==> config.mk <==
export PLATFORM = sky130hd
export DESIGN_NAME = ahb_mem_fill_master
export DESIGN_NICKNAME = d
export VERILOG_FILES = /design/src/rtl/ahb_mem_fill_master.sv
export SDC_FILE = /design/constraint.sdc
export NUM_CORES = 1
export LEC_CHECK = 0
export CAP_MARGIN = 0
export CORE_ASPECT_RATIO = 0.7
export CORE_MARGIN = 3
export CORE_UTILIZATION = 40
export CTS_CLUSTER_DIAMETER = 40
export DETAILED_ROUTE_END_ITERATION = 10
export DONT_BUFFER_PORTS = 1
export PLACE_DENSITY = 0.56
export SLEW_MARGIN = 40
export SYNTH_ARGS = -nofsm -noshare
export SYNTH_HDL_FRONTEND = slang
export SYNTH_SLANG_ARGS = --single-unit
==> constraint.sdc <==
create_clock -name CLK -period 2.6 [get_ports CLK]
set_input_delay 0.26 -clock CLK [delete_from_list [all_inputs] [get_ports CLK]]
set_output_delay 0.26 -clock CLK [all_outputs]
set_load 0.03 [all_outputs]
==> src/rtl/ahb_mem_fill_master.sv <==
// AHB-Lite master that fills a word-aligned region with a constant or incrementing
// pattern using pipelined single transfers, and can read the region back to verify it.
module ahb_mem_fill_master #(
    parameter int CNT_WIDTH = 16
) (
    input  logic                 CLK,
    input  logic                 RES_N,
    input  logic                 START,
    input  logic                 VERIFY,
    input  logic                 INCR,
    input  logic [31:0]          BASE_ADDR,
    input  logic [CNT_WIDTH-1:0] WORD_COUNT,
    input  logic [31:0]          PATTERN,
    output logic                 BUSY,
    output logic                 DONE,
    output logic                 ERROR,
    output logic [31:0]          ERR_ADDR,
    output logic [1:0]           M_HTRANS,
    output logic                 M_HWRITE,
    output logic [2:0]           M_HSIZE,
    output logic [2:0]           M_HBURST,
    output logic [3:0]           M_HPROT,
    output logic                 M_HMASTLOCK,
    output logic [31:0]          M_HADDR,
    output logic [31:0]          M_HWDATA,
    input  logic                 M_HREADY,
    input  logic [31:0]          M_HRDATA,
    input  logic                 M_HRESP
);
    typedef enum logic [2:0] {
        S_IDLE    = 3'd0,
        S_WR      = 3'd1,
        S_WR_LAST = 3'd2,
        S_RD      = 3'd3,
        S_RD_LAST = 3'd4,
        S_FIN     = 3'd5
    } state_t;

    localparam logic [CNT_WIDTH-1:0] CNT_ONE  = {{(CNT_WIDTH-1){1'b0}}, 1'b1};
    localparam logic [CNT_WIDTH-1:0] CNT_ZERO = {CNT_WIDTH{1'b0}};

    state_t               state_q;
    logic                 busy_q, done_q, err_q, hwrite_q;
    logic                 verify_q, incr_q, dph_q, dph_rd_q;
    logic [1:0]           htrans_q;
    logic [31:0]          err_addr_q, addr_q, hwdata_q, base_q, seed_q, data_q;
    logic [31:0]          dph_addr_q, exp_q;
    logic [CNT_WIDTH-1:0] cnt_q, rem_q;

    logic [31:0]          addr_d, data_d;
    logic [CNT_WIDTH-1:0] rem_d;
    logic                 last_d, accept_d, mism_d, resp_err_d;

    // Next-value helpers shared by the write and read passes
    always_comb begin
        addr_d     = addr_q + 32'd4;
        data_d     = incr_q ? (data_q + 32'd1) : data_q;
        rem_d      = rem_q - CNT_ONE;
        last_d     = (rem_q == CNT_ONE);
        accept_d   = M_HREADY && htrans_q[1];
        // Only the first mismatch is checked; later data phases just drain.
        mism_d     = M_HREADY && dph_q && dph_rd_q && !err_q && !M_HRESP && (M_HRDATA != exp_q);
        resp_err_d = dph_q && M_HRESP && !M_HREADY;
    end

    // Control FSM with all bus and status outputs registered
    always_ff @(posedge CLK or negedge RES_N) begin
        if (!RES_N) begin
            state_q    <= S_IDLE;
            busy_q     <= 1'b0;
            done_q     <= 1'b0;
            err_q      <= 1'b0;
            err_addr_q <= 32'h0000_0000;
            htrans_q   <= 2'b00;
            hwrite_q   <= 1'b0;
            addr_q     <= 32'h0000_0000;
            hwdata_q   <= 32'h0000_0000;
            verify_q   <= 1'b0;
            incr_q     <= 1'b0;
            base_q     <= 32'h0000_0000;
            seed_q     <= 32'h0000_0000;
            data_q     <= 32'h0000_0000;
            cnt_q      <= CNT_ZERO;
            rem_q      <= CNT_ZERO;
            dph_q      <= 1'b0;
            dph_rd_q   <= 1'b0;
            dph_addr_q <= 32'h0000_0000;
            exp_q      <= 32'h0000_0000;
        end else if (resp_err_d) begin
            // First ERROR cycle: drop to IDLE now and drain the failing data phase.
            htrans_q <= 2'b00;
            err_q    <= 1'b1;
            if (!err_q) begin
                err_addr_q <= dph_addr_q;
            end
            state_q <= S_RD_LAST;
        end else begin
            case (state_q)
                S_IDLE: begin
                    done_q <= 1'b0;
                    if (START) begin
                        verify_q   <= VERIFY;
                        incr_q     <= INCR;
                        base_q     <= BASE_ADDR & 32'hFFFF_FFFC;
                        addr_q     <= BASE_ADDR & 32'hFFFF_FFFC;
                        cnt_q      <= WORD_COUNT;
                        rem_q      <= WORD_COUNT;
                        seed_q     <= PATTERN;
                        data_q     <= PATTERN;
                        err_q      <= 1'b0;
                        err_addr_q <= 32'h0000_0000;
                        busy_q     <= 1'b1;
                        dph_q      <= 1'b0;
                        if (WORD_COUNT == CNT_ZERO) begin
                            state_q <= S_FIN;
                        end else begin
                            state_q  <= S_WR;
                            htrans_q <= 2'b10;
                            hwrite_q <= 1'b1;
                        end
                    end
                end
                S_WR, S_RD: begin
                    if (accept_d) begin
                        dph_q      <= 1'b1;
                        dph_rd_q   <= !hwrite_q;
                        dph_addr_q <= addr_q;
                        exp_q      <= data_q;
                        if (hwrite_q) begin
                            hwdata_q <= data_q;
                        end
                        addr_q <= addr_d;
                        rem_q  <= rem_d;
                        data_q <= data_d;
                        if (last_d) begin
                            htrans_q <= 2'b00;
                            state_q  <= (state_q == S_WR) ? S_WR_LAST : S_RD_LAST;
                        end
                    end
                    if (mism_d) begin
                        err_q      <= 1'b1;
                        err_addr_q <= dph_addr_q;
                        htrans_q   <= 2'b00;
                        state_q    <= S_RD_LAST;
                    end
                end
                S_WR_LAST: begin
                    if (M_HREADY) begin
                        dph_q <= 1'b0;
                        if (verify_q) begin
                            addr_q   <= base_q;
                            rem_q    <= cnt_q;
                            data_q   <= seed_q;
                            htrans_q <= 2'b10;
                            hwrite_q <= 1'b0;
                            state_q  <= S_RD;
                        end else begin
                            state_q <= S_FIN;
                        end
                    end
                end
                S_RD_LAST: begin
                    if (M_HREADY) begin
                        if (mism_d) begin
                            err_q      <= 1'b1;
                            err_addr_q <= dph_addr_q;
                        end
                        dph_q   <= 1'b0;
                        state_q <= S_FIN;
                    end
                end
                S_FIN: begin
                    done_q   <= 1'b1;
                    busy_q   <= 1'b0;
                    hwrite_q <= 1'b0;
                    state_q  <= S_IDLE;
                end
                default: begin
                    htrans_q <= 2'b00;
                    busy_q   <= 1'b0;
                    dph_q    <= 1'b0;
                    state_q  <= S_IDLE;
                end
            endcase
        end
    end

    assign BUSY        = busy_q;
    assign DONE        = done_q;
    assign ERROR       = err_q;
    assign ERR_ADDR    = err_addr_q;
    assign M_HTRANS    = htrans_q;
    assign M_HWRITE    = hwrite_q;
    assign M_HADDR     = addr_q;
    assign M_HWDATA    = hwdata_q;
    assign M_HSIZE     = 3'b010;
    assign M_HBURST    = 3'b000;
    assign M_HPROT     = 4'b0011;
    assign M_HMASTLOCK = 1'b0;
endmodule

Yosys cells after proc, flatten, opt, wreduce, memory -nomap -nowiden
Index checks and enable logic that the tools add are counted.
{ "totals": {"elab_cells": 142, "input_bits": 119, "regBits": 299, "ram_bits": 0, "output_inout_bits": 113, "latchBits": 0, "memories": 0, "romBits": 0} }
{ "classes": {"n_bitwise": 3, "n_addsub": 3, "order_cmp": 0, "shifts": 0, "div_mod_pow": 0, "n_mux": 58, "multipliers": 0, "reduce_logical": 35, "n_eq_ne": 23} }
{ "op_table": {"columns": ["op", "n"], "rows": [
  ["32-bit 2-to-1 mux", 14],
  ["32-bit one-hot mux with 3 select lines", 3],
  ["16-bit 2-to-1 mux", 4],
  ["16-bit one-hot mux with 3 select lines", 1],
  ["32-bit by 1-bit adder with 32-bit output (second input constant)", 1],
  ["32-bit by 3-bit adder with 32-bit output (second input constant)", 1],
  ["32-bit != test", 1],
  ["3-bit 2-to-1 mux", 10],
  ["16-bit by 1-bit equality test with 1-bit output (second input constant)", 1],
  ["16-bit zero test", 1],
  ["2-bit 2-to-1 mux", 8],
  ["16-bit by 1-bit subtractor with 16-bit output (second input constant)", 1],
  ["3-bit != test (second input constant)", 5],
  ["2-bit != test (second input constant)", 7],
  ["7-bit AND reduction", 2],
  ["3-bit one-hot mux with 4 select lines", 1],
  ["3-bit AND reduction", 4],
  ["6-bit AND reduction", 2],
  ["1-bit 2-to-1 mux", 11],
  ["5-bit AND reduction", 2],
  ["1-bit logical AND", 8],
  ["4-bit != test (second input constant)", 2],
  ["2-bit one-hot mux with 4 select lines", 1],
  ["4-bit AND reduction", 2],
  ["other kinds (16)", 29]
]} }

Logic depth before layout (Yosys ltp)
{ "logic_depth": {"word_depth": 9, "depth_mapped": 9} }

Worst setup path before layout
OpenSTA, ideal clock, no wires.
{ "synth_path": {"kind": "register -> register", "startpoint": "register addr_q[2], in the netlist M_HADDR[2]", "endpoint": "register addr_q[28], in the netlist M_HADDR[28]", "setup_slack_ns": 0.272, "path_buffers": 0, "stages_incl_launch_ff": 8, "arrival_ns": 2.200, "period_less_slack_ns": 2.328, "path_cell_list": "dfrtp_1 -> ha_1 -> nand3_1 -> or4_1 -> nor3_1 -> xor2_1 -> a221oi_1 -> o21ai_1"} }
{ "synth_between": {"elab_chain_len": 3} }
{ "synth_lines": {"columns": ["item", "line_no", "rtl"], "rows": [
  ["start: declaration", "46", "logic [31:0] err_addr_q, addr_q, hwdata_q, base_q, seed_q, data_q;"],
  ["start signal: assignment", "105", "addr_q <= BASE_ADDR & 32'hFFFF_FFFC;"],
  ["start signal: assignment", "132", "addr_q <= addr_d;"],
  ["start signal: assignment", "151", "addr_q <= base_q;"],
  ["32-bit by 3-bit adder with 32-bit output", "56", "addr_d = addr_q + 32'd4;"],
  ["32-bit 2-to-1 mux", "124", "if (accept_d) begin"],
  ["32-bit one-hot mux with 3 select lines", "98", "case (state_q)"]
]} }
No other way between the ends. The select of a mux whose other input is x is not followed.
A chain may end at the register's enable or synchronous reset.

Worst setup path after layout
{ "layout_path": {"startpoint": "register addr_q[3], in the netlist M_HADDR[3]", "endpoint": "register addr_q[26], in the netlist M_HADDR[26]"} }
Same word-level chain as after synthesis.

==> flow_metrics.tcl <==
set metrics [dict create \
    grt_overflow_total 0 \
    synthesis.area_um2 14100 \
    routed_wl_mm 44.5 \
    ys_ff_latch 292 \
    clock_path_buffers 3 \
    period_share_pct 93.9 \
    synth_edf_count 0 \
    peakVddDrop_v 0.000609 \
    filler_cell_count 3116 \
    row_count 56 \
    grt_pass1_vias 11100 \
    synth_async_sr_flop_share_pct 100 \
    drtIter0Drc 1143 \
    hold_buffers 81 \
    vias_per_cell 5.79 \
    ys.flop_type "dfrtp_1" \
    start_util_pct 41.3 \
    postLayoutCellArea_um2 17300 \
    crit_path_top_delay_cell "or4_1" \
    io_pins 232 \
    fmax_mhz 410 \
    cts_root_buf "clkbuf_16" \
    place_congestion 0.841 \
    p_leak_nw 7.60 \
    synth_cell_types 68 \
    top_layer_used "met5" \
    drv_cap 0 \
    maxSlewHeadroom_pct 51.7 \
    worstHoldPathType "input port to asynchronous set/reset pin" \
    area_growth_pct 23.0 \
    fp.dieW_um 230 \
    grt_pass1_wl_mm 68.7 \
    fin_worst_skew_ns 0.0140 \
    clkLatencyLatePin_ns 0.54 \
    worstPathRequired_ns 3.01 \
    core-area_um2 34100 \
    clk_pin_slew_worst_paths_ns 0.06 \
    cts_tree "yes" \
    dr.pass1.iters 6 \
    chipHeight_um 163 \
    fin_crit_ns 2.44 \
    wl_met1_mm 22.0 \
    syn_inst 1401 \
    violations "hold timing" \
    worst_pin_slew_ns 0.724 \
    dp_hpwl_mm 29.4 \
    wire_per_inst_um 22.3 \
    dieArea_um2 37500 \
    cts_max_level 2 \
    ys_seq_area_share_pct 52.0 \
    setup_tns_ns 0 \
    path_class "flip-flop to flip-flop" \
    setup_violations 0 \
    clock-sinks 292 \
    outcome "complete, but fails checks" \
    met3_length_mm 3.74 \
    final_nets 1618 \
    cts_made_buffers 42 \
    final_util_pct 50.8 \
    drc 0 \
    cp.arrival_ns 2.85 \
    crit_path_start_kind "flip-flop" \
    maxSlewViolCount 0 \
    hold_viol_final 292 \
    antenna_found_initial 3 \
    antenna_left 0 \
    placed_area_um2 14900 \
    yosysWarnings 0 \
    avgSynthCellArea_um2 10.0 \
    slowest_delay_ns 0.69 \
    cp_max_fo 6 \
    route.met2.wl_mm 18.2 \
    track_usage_pct 23.3 \
    grt_max_degree 293 \
    cts_setup_buffers 0 \
    rsz0062_at_grt "no" \
    io_buffers 0 \
    drive_gt1_share_pct 18.3 \
    whs_ns -0.584 \
    crit_chain "ha_1 > nand3_1 > or4_1 > nor3_1 > xor2_1 > a221oi_1 > o21ai_1" \
    worstSetupEndpointType "flip-flop" \
    via_count 11500 \
    powerDensity_nw_per_um2 1360 \
]
==> path summary, 6_finish.rpt <==
kind / start / to / slack (ns) / cells past startpoint
worst max-delay path: M_HADDR[3] / M_HADDR[26] / 0.16 / 7
worst min-delay path: RES_N / M_HWDATA[5] / -0.58 / 0
worst max register to register: M_HADDR[3] / M_HADDR[26] / 0.16 / 7
worst min register to register: dph_addr_q[22] / dph_addr_q[22] / 0.47 / 2
max in group asynchronous: RES_N / dph_addr_q[26] / 2.59 / 0
min in group CLK: WORD_COUNT[8] / rem_q[8] / 0.02 / 2
==> metrics by stage <==
step / cells / worst slack (ns) / power [mW]
finish: 1993 / 0.160 / 23.5
CTS: 1992 / 0.152 / 23.5
floorplan: 1415 / 0.272 / 14.3
global placement: 1834 / 0.234 / 16.7
global route: 1992 / 0.0115 / 24.8
detailed placement: 1834 / 0.166 / 16.9
==> synth_stat cells, types with 6 or more instances <==
master / n / area (um2)
a222oi_1: 13 / 130
xnor2_1: 10 / 87.6
buf_2: 21 / 105
nand2_1: 238 / 893
mux2_2: 108 / 1220
a221oi_1: 32 / 280
o21a_1: 6 / 45.0
a22o_1: 33 / 289
o22ai_1: 17 / 106
nor2_1: 79 / 297
o2bb2ai_1: 6 / 52.6
and3_1: 15 / 93.8
nand2b_1: 7 / 43.8
o21ai_1: 7 / 35.0
o21ai_0: 126 / 631
dfrtp_1: 292 / 7310
a22oi_1: 12 / 90.1
nor3_1: 22 / 110
inv_1: 12 / 45.0
nand4_1: 20 / 125
a21oi_1: 51 / 255
xor2_1: 42 / 368
a31oi_1: 10 / 62.6
buf_1: 7 / 26.3
clkbuf_1: 71 / 267
nand3_1: 23 / 115
buf_4: 17 / 128
nor4_1: 24 / 150
==> cells in the final DEF, fill, tap and decap left out, drive strengths merged, types with 10 or more instances in the layout <==
master	count
dfrtp	292
nand2	238
o21ai	133
mux2	108
dlygate4sd3	81
nor2	79
buf	73
a21oi	51
clkbuf	51
xor2	42
a22o	33
a221oi	32
nor4	27
nand3	26
nor3	24
nand4	20
inv	19
o22ai	17
conb	16
and3	15
a222oi	13
a22oi	12
a31oi	10
xnor2	10
==> cells by family after synthesis <==
group	after synthesis	synth area share, %
muxes	111	8.87
AOI/OAI and AO/OA	348	16.2
DFF	292	52.0
buffers and inverters	132	4.18
and+or+nand+nor	460	15.1
xor gates and xnor gates	52	3.24
adders and majority gates	4	0.356
other	2	0.0534
==> layout make-up <==
cell class | instances | area [um2] | share of cell area, %
antenna | 1 | 2.50 | 0.0145
clock buffer | 51 | 1180 | 6.82
clock inverter | 26 | 403 | 2.33
inverter | 14 | 52.6 | 0.304
multi-input combinational | 991 | 6280 | 36.3
sequential | 292 | 7310 | 42.3
tap | 464 | 581 | 3.36
timing repair buffer | 154 | 1480 | 8.58
==> state kept, by name, summed over array words and instances (netlist names), 3 cells and up <==
register,cells
seed_q,32
M_HADDR,30
base_q,30
data_q,32
cnt_q,16
dph_addr_q,30
M_HWDATA,32
exp_q,32
state_q,3
rem_q,16
ERR_ADDR,30
==> critical path: cells and delay by family, from the launching register on <==
family	cells	cell delay, ns
AOI/OAI and AO/OA	2	0.37
xor gates and xnor gates	1	0.10
adders and majority gates	1	0.26
DFF	1	0.44
and+or+nand+nor	3	1.14
==> metal layers <==
| metal | track usage [%] | up-vias |
|---|---|---|
| met1 | 37.4 | 5792 |
| li1 | - | 5243 |
| met2 | 31.5 | 452 |
| met5 | 0 | - |
| met3 | 5.51 | 50 |
| met4 | 4.61 | 6 |
==> repair_timing <==
item                       4_1_cts  5_1_grt
setup endpoints to repair        0        2
hold endpoints to repair       442      292
resized for setup                0        2
==> power by group <==
part / switching, mW / leakage (nW) / internal [mW]
Combinational: 4.42 / 3.19 / 3.20
Sequential: 2.79 / 3.65 / 6.67
Clock: 2.26 / 0.756 / 4.16
Note: power is estimated with default switching activity, not from simulation.
